### config.mk
export PLATFORM = sky130hd
export DESIGN_NAME = mem_pingpong_ctrl
export DESIGN_NICKNAME = d
export VERILOG_FILES = /design/src/rtl/mem_pingpong_pkg.sv /design/src/rtl/mem_pingpong_ctrl_skid.sv /design/src/rtl/mem_pingpong_ctrl.sv
export SDC_FILE = /design/constraint.sdc
export NUM_CORES = 1
export LEC_CHECK = 0
export CAP_MARGIN = 20
export CORE_AREA = 2 2 415 417
export CTS_CLUSTER_DIAMETER = 120
export CTS_CLUSTER_SIZE = 8
export DETAILED_ROUTE_END_ITERATION = 7
export DIE_AREA = 0 0 417 419
export GPL_ROUTABILITY_DRIVEN = 0
export PLACE_DENSITY = 0.4
export SLEW_MARGIN = 15
export SYNTH_ARGS = -nofsm -noshare
export SYNTH_HDL_FRONTEND = slang
export SYNTH_HIERARCHICAL = 1
export SYNTH_SLANG_ARGS = --single-unit
### constraint.sdc
create_clock -name clk -period 34.7 [get_ports clk]
set_input_delay 3.47 -clock clk [delete_from_list [all_inputs] [get_ports clk]]
set_output_delay 3.47 -clock clk [all_outputs]
set_load 0.01 [all_outputs]
### src/rtl/mem_pingpong_pkg.sv
// Shared types and constants for the ping-pong SRAM controller and mem_interface.
package mem_pingpong_pkg;

  localparam int unsigned MEM_DATA_W = 128;
  localparam int unsigned MEM_ADDR_W = 8;

  typedef enum logic {
    WR_FILL = 1'b0,
    WR_DONE = 1'b1
  } wr_state_t;

  typedef enum logic {
    RD_DRAIN = 1'b0,
    RD_DONE  = 1'b1
  } rd_state_t;

  typedef struct packed {
    logic [MEM_DATA_W-1:0] word1;
    logic [MEM_DATA_W-1:0] word2;
  } pair_t;

endpackage

### src/rtl/mem_pingpong_ctrl_skid.sv
// Two-entry FIFO of word pairs; absorbs the one-cycle SRAM read latency.
module pair_skid_buf
  import mem_pingpong_pkg::*;
#(
  parameter type T = pair_t
) (
  input  logic       clk,
  input  logic       rst,
  input  logic       push_valid,
  output logic       push_ready,
  input  T           push_data,
  output logic       pop_valid,
  input  logic       pop_ready,
  output T           pop_data,
  output logic [1:0] occupancy
);

  T           mem [2];
  logic       wr_ptr;
  logic       rd_ptr;
  logic [1:0] count;
  logic       push_fire;
  logic       pop_fire;

  // Handshake decode and head-of-queue output
  always_comb begin
    push_ready = (count != 2'd2);
    pop_valid  = (count != 2'd0);
    push_fire  = push_valid && push_ready;
    pop_fire   = pop_valid && pop_ready;
    occupancy  = count;
    pop_data   = mem[rd_ptr];
  end

  // Pointer and occupancy bookkeeping
  always_ff @(posedge clk or posedge rst) begin
    if (rst) begin
      wr_ptr <= 1'b0;
      rd_ptr <= 1'b0;
      count  <= '0;
    end else begin
      if (push_fire) wr_ptr <= ~wr_ptr;
      if (pop_fire)  rd_ptr <= ~rd_ptr;
      count <= count + {1'b0, push_fire} - {1'b0, pop_fire};
    end
  end

  // Entry storage; contents are don't-care while empty
  always_ff @(posedge clk) begin
    if (push_fire) mem[wr_ptr] <= push_data;
  end

endmodule

### src/rtl/mem_pingpong_ctrl.sv
// Ping-pong SRAM controller: fills the write bank from a producer stream,
// drains the read bank to a consumer, and swaps banks when both are done.
module mem_pingpong_ctrl
  import mem_pingpong_pkg::*;
#(
  parameter int unsigned DATA_W      = MEM_DATA_W,
  parameter int unsigned ADDR_W      = MEM_ADDR_W,
  parameter int unsigned FRAME_PAIRS = 128
) (
  input  logic              clk,
  input  logic              rst,
  input  logic              wr_valid,
  output logic              wr_ready,
  input  logic [DATA_W-1:0] wr_data1,
  input  logic [DATA_W-1:0] wr_data2,
  output logic              rd_valid,
  input  logic              rd_ready,
  output logic [DATA_W-1:0] rd_data1,
  output logic [DATA_W-1:0] rd_data2,
  output logic              frame_swap,
  output logic [ADDR_W-1:0] waddress1,
  output logic [ADDR_W-1:0] waddress2,
  output logic [DATA_W-1:0] wdata1,
  output logic [DATA_W-1:0] wdata2,
  output logic [ADDR_W-1:0] raddress1,
  output logic [ADDR_W-1:0] raddress2,
  input  logic [DATA_W-1:0] rdata1,
  input  logic [DATA_W-1:0] rdata2,
  output logic              sram_read_register
);

  typedef struct packed {
    logic [DATA_W-1:0] word1;
    logic [DATA_W-1:0] word2;
  } pair_w_t;

  localparam logic [ADDR_W-1:0] LAST_PAIR = ADDR_W'(FRAME_PAIRS - 1);
  localparam logic [ADDR_W-1:0] FRAME_CNT = ADDR_W'(FRAME_PAIRS);

  wr_state_t         wr_state;
  rd_state_t         rd_state;
  logic [ADDR_W-1:0] wr_cnt;
  logic [ADDR_W-1:0] iss_cnt;
  logic [ADDR_W-1:0] dlv_cnt;
  logic [ADDR_W-1:0] waddr1_q;
  logic [ADDR_W-1:0] waddr2_q;
  logic [DATA_W-1:0] wdata1_q;
  logic [DATA_W-1:0] wdata2_q;
  logic              inflight_q;
  logic              wr_fire;
  logic              rd_pop;
  logic              issue;
  logic              swap;
  logic [1:0]        load_after;
  logic [ADDR_W-1:0] beat_addr;

  logic              skid_push_ready;
  logic              skid_valid;
  logic [1:0]        skid_occ;
  pair_w_t           skid_in;
  pair_w_t           skid_out;

  // Handshakes, SRAM address/data muxing and read issue throttle
  always_comb begin
    wr_ready   = (wr_state == WR_FILL);
    wr_fire    = wr_valid && wr_ready;
    swap       = (wr_state == WR_DONE) && (rd_state == RD_DONE);
    frame_swap = swap;
    beat_addr  = {wr_cnt[ADDR_W-2:0], 1'b0};
    // Idle cycles replay the last registered write; mem_interface has no write enable
    waddress1  = wr_fire ? beat_addr          : waddr1_q;
    waddress2  = wr_fire ? (beat_addr | 1'b1) : waddr2_q;
    wdata1     = wr_fire ? wr_data1           : wdata1_q;
    wdata2     = wr_fire ? wr_data2           : wdata2_q;
    raddress1  = {iss_cnt[ADDR_W-2:0], 1'b0};
    raddress2  = {iss_cnt[ADDR_W-2:0], 1'b1};
    rd_valid   = skid_valid && (rd_state == RD_DRAIN);
    rd_pop     = rd_valid && rd_ready;
    rd_data1   = skid_out.word1;
    rd_data2   = skid_out.word2;
    // Counting this cycle's pop keeps one pair per cycle with rd_ready held high
    load_after = skid_occ + {1'b0, inflight_q} - {1'b0, rd_pop};
    issue      = (rd_state == RD_DRAIN) && (iss_cnt != FRAME_CNT) && (load_after < 2'd2);
    skid_in    = '{word1: rdata1, word2: rdata2};
  end

  // Write FSM: accept FRAME_PAIRS beats, then wait for the swap
  always_ff @(posedge clk or posedge rst) begin
    if (rst) begin
      wr_state <= WR_FILL;
      wr_cnt   <= '0;
      waddr1_q <= '0;
      waddr2_q <= '0;
      wdata1_q <= '0;
      wdata2_q <= '0;
    end else if (swap) begin
      wr_state <= WR_FILL;
      wr_cnt   <= '0;
      waddr1_q <= '0;
      waddr2_q <= '0;
      wdata1_q <= '0;
      wdata2_q <= '0;
    end else if (wr_fire) begin
      waddr1_q <= beat_addr;
      waddr2_q <= beat_addr | 1'b1;
      wdata1_q <= wr_data1;
      wdata2_q <= wr_data2;
      wr_cnt   <= wr_cnt + 1'b1;
      if (wr_cnt == LAST_PAIR) wr_state <= WR_DONE;
    end
  end

  // Read FSM: issue reads, count deliveries, finish after FRAME_PAIRS pops
  always_ff @(posedge clk or posedge rst) begin
    if (rst) begin
      rd_state   <= RD_DONE;
      iss_cnt    <= '0;
      dlv_cnt    <= '0;
      inflight_q <= 1'b0;
    end else if (swap) begin
      rd_state   <= RD_DRAIN;
      iss_cnt    <= '0;
      dlv_cnt    <= '0;
      inflight_q <= 1'b0;
    end else begin
      inflight_q <= issue;
      if (issue) iss_cnt <= iss_cnt + 1'b1;
      if (rd_pop) begin
        dlv_cnt <= dlv_cnt + 1'b1;
        if (dlv_cnt == LAST_PAIR) rd_state <= RD_DONE;
      end
    end
  end

  // Bank select toggles on every swap
  always_ff @(posedge clk or posedge rst) begin
    if (rst) sram_read_register <= 1'b0;
    else if (swap) sram_read_register <= ~sram_read_register;
  end

  pair_skid_buf #(
    .T(pair_w_t)
  ) u_skid (
    .clk       (clk),
    .rst       (rst),
    .push_valid(inflight_q),
    .push_ready(skid_push_ready),
    .push_data (skid_in),
    .pop_valid (skid_valid),
    .pop_ready (rd_pop),
    .pop_data  (skid_out),
    .occupancy (skid_occ)
  );

  // The issue throttle guarantees returning data always finds a free entry
  a_skid_room : assert property (@(posedge clk) disable iff (rst) inflight_q |-> skid_push_ready);

endmodule
==> run metrics <==
Main synth FF type edfxtp_1; Syn Nets 2948; yosys warns 6; CP startpoint kind input pin; dpl cells 5604; fin nets 4008; RSZ-0062 raised after global routing no; Overall Power about 3600 uW; Clock Skew 41.03 ps; clk slew on worst S/H paths 50 ps; min cycle time layout around 11000 ps; top post-synthesis cells by area edfxtp_1 47%, dfrtp_1 23%, mux2_4 11%; Final Non-Filler Cells 5776; CP max stage delay 880 ps; worst slack, placed 23820 ps; Distinct cells, synth 44; Hold Crit Class reg -> reg; Clk pwr share 28.2%; peak supply drop 0.08086 mV; CP top delay family buffers and inverters; fillers 17640; H-tree levels 3; Clk Tree Root Cell clkbuf_16; worst-path maximum fanout 94; Post-Syn Instances 2425; CP Capture Type output pin; total core area 170600 um^2; Multi-input gate area 8974 um^2; Num CTS Buffers 112; CTS Hold Bufs 0; cell area after synthesis around 33000 um^2; Slew Limit Fails 0; top cell types by occurrence after synthesis 821 x nand2_1, 512 x edfxtp_1, 303 x dfrtp_1; internal power 2539 uW; vias in the first global route 23690; GRT Residual Overflow 0; leakage 0.01965 uW; Final Setup Violations 0; post-route cell area 48840 um^2; postcts setup bufs 0; Synth-to-Final Area Change 48.52%; Routed WL 122.2 mm; post-CTS resize count 0; Ports about 1100; sequential share of the synthesized area 69.89%; Synth top area share 46.75%; CP Class in -> out; drt first pass iters 4; Setup WS post-layout roughly 24000 ps; crit path buf inv count 4; Final period util 30.99%; DP Area 45650 um^2; Psw 1070 uW; DR WL/cell 21.16 um; synthesized area per cell 13.56 um^2; CTS max path bufs 3; Starting DRT DRC Count around 1200; combinational power share between 30 and 40%; Sequential Area around 23000 um^2; crit-path cells clkdlybuf4s50_1 -> nor2b_4 -> buf_4 -> buf_4 -> nand2_1 -> nand2_1 -> clkdlybuf4s50_1; first-pass GRT wire length 171.1 mm; Synth Register Bits 816; DP HPWL 87.41 mm; relative slew slack ~28%; die area 174700 um^2; status finished clean; Fmax achieved 92.98 MHz; Least-Margin Pin Slew approximately 1100 ps; buffers added on ports around 1100; row count around 150; die height 419 um; Die W approximately 420 um; switching part of the total 29.64%; Routed Antenna Nets 0; starting density of the core just under 20%; max capacitance violation total 0; Slowest-stage cell, CP buf_4; clock sinks just over 800; TNS Setup 0 ps; top-count cell post-synth nand2_1; Synth area leader edfxtp_1; PD cells 73.90 nW/um^2; Post-synth ARST share 37.25%; largest net degree at the start of global routing 181; number of remaining DRC errors 0; vias per cell between 3 and 4; CTS tree yes; Flop pwr share 38.2%; Crit path required time 31230 ps; clock latency on the worst-skew pair 740 ps; initial antenna violation count 51; via count 22670; share of cells above drive strength 1 11.72%; critical path arrival 7280 ps; EDFF count, synth 512; Final Hold Fails 0; Overall Global Routing Usage 13.47%
power groups by stage:
stage | Sequential (uW) | Clock (uW) | Combinational [uW]
6_report | 1380 | 1020 | 1210
5_1_grt | 1400 | 1100 | 1290
4_1_cts | 1380 | 1070 | 1250
3_5_place_dp | 1400 | 0 | 1250
3_3_place_gp | 1390 | 0 | 1260
2_1_floorplan | 1450 | 0 | 654
area by class of cell:
cell class | instances | area share [%]
antenna | 19 | 0.09735
clock buffer | 145 | 6.033
clock inverter | 8 | 0.3920
inverter | 11 | 0.1153
multi-input combinational | 1460 | 18.37
sequential | 816 | 47.07
tap | 2233 | 5.721
timing repair buffer | 1084 | 22.20
per-layer routing:
metal	wire length, um	GRT usage (%)	vias up
met5	203	0	-
met4	3562	5.398	32
met3	11810	5.782	201
met2	61890	23.53	863
met1	44770	14.21	11080
li1	-	-	10500
path summary, 6_finish.rpt:
path	from	end	slack, ps	cells past startpoint
worst min register to register	sram_read_register	sram_read_register	480	1
worst max-delay path	wr_valid	wdata2[78]	23950	7
max in group asynchronous	rst	wdata1_q[54]	29160	4
worst min-delay path	sram_read_register	sram_read_register	480	1
min in group asynchronous	rst	u_skid/occupancy[0]	3080	2
worst max register to register	rd_state	wdata1_q[44]	30230	6
registers in the layout, summed over array words and instances, names as in the netlist:
register / cells
dlv_cnt: 8
inflight_q: 1
iss_cnt: 8
rd_state: 1
sram_read_register: 1
u_skid/mem: 512
u_skid/occupancy: 2
u_skid/rd_ptr: 1
u_skid/wr_ptr: 1
waddr1_q: 8
waddr2_q: 8
wdata1_q: 128
wdata2_q: 128
wr_cnt: 8
wr_state: 1
cells by family (layout without fill, tap and decap cells):
family,Yosys count,after routing,share of synthesized area [%]
DFF,816,816,69.89
buffers and inverters,149,1248,2.903
and+or+nand+nor,879,879,10.30
AOI/OAI and AO/OA,296,296,4.623
muxes,261,261,11.54
other,2,21,0.02284
adders and majority gates,7,7,0.2663
xor gates and xnor gates,15,15,0.4452
cell usage in the layout, fill, tap and decap left out, types with 3 or more instances in the layout:
master,Yosys,layout
a21oi_1,275,275
and2_1,3,3
and3_1,4,3
buf_12,1,4
buf_4,17,19
clkbuf_1,26,31
clkbuf_16,0,112
clkdlybuf4s50_1,0,1061
clkinv_16,0,5
dfrtp_1,303,302
diode_2,0,19
edfxtp_1,512,512
ha_1,7,7
inv_1,9,8
mux2_2,26,26
mux2_4,230,230
mux2i_1,5,5
nand2_1,821,821
nand2b_1,4,3
nand3_1,8,8
nand4_1,6,6
nor2_1,15,14
nor3_1,8,8
o21ai_0,9,9
or3_1,3,3
xnor2_1,8,8
xor2_1,5,5
metrics by stage:
stage / util [%] / hold slack, ps
detailed placement: 26.76 / 465.3
global placement: 26.75 / 466.4
finish: 28.63 / 480.7
floorplan: - / 438.3
CTS: 28.60 / 476.7
global route: 28.62 / 491.7
worst reg2reg max path: stages (launching register included):
cell and delay (ps):
dfstp_2 600, nand2_1 400, inv_8 600, buf_4 840, buf_4 700, buf_4 870, a21oi_1 250
(Power assumes the default switching activity.)
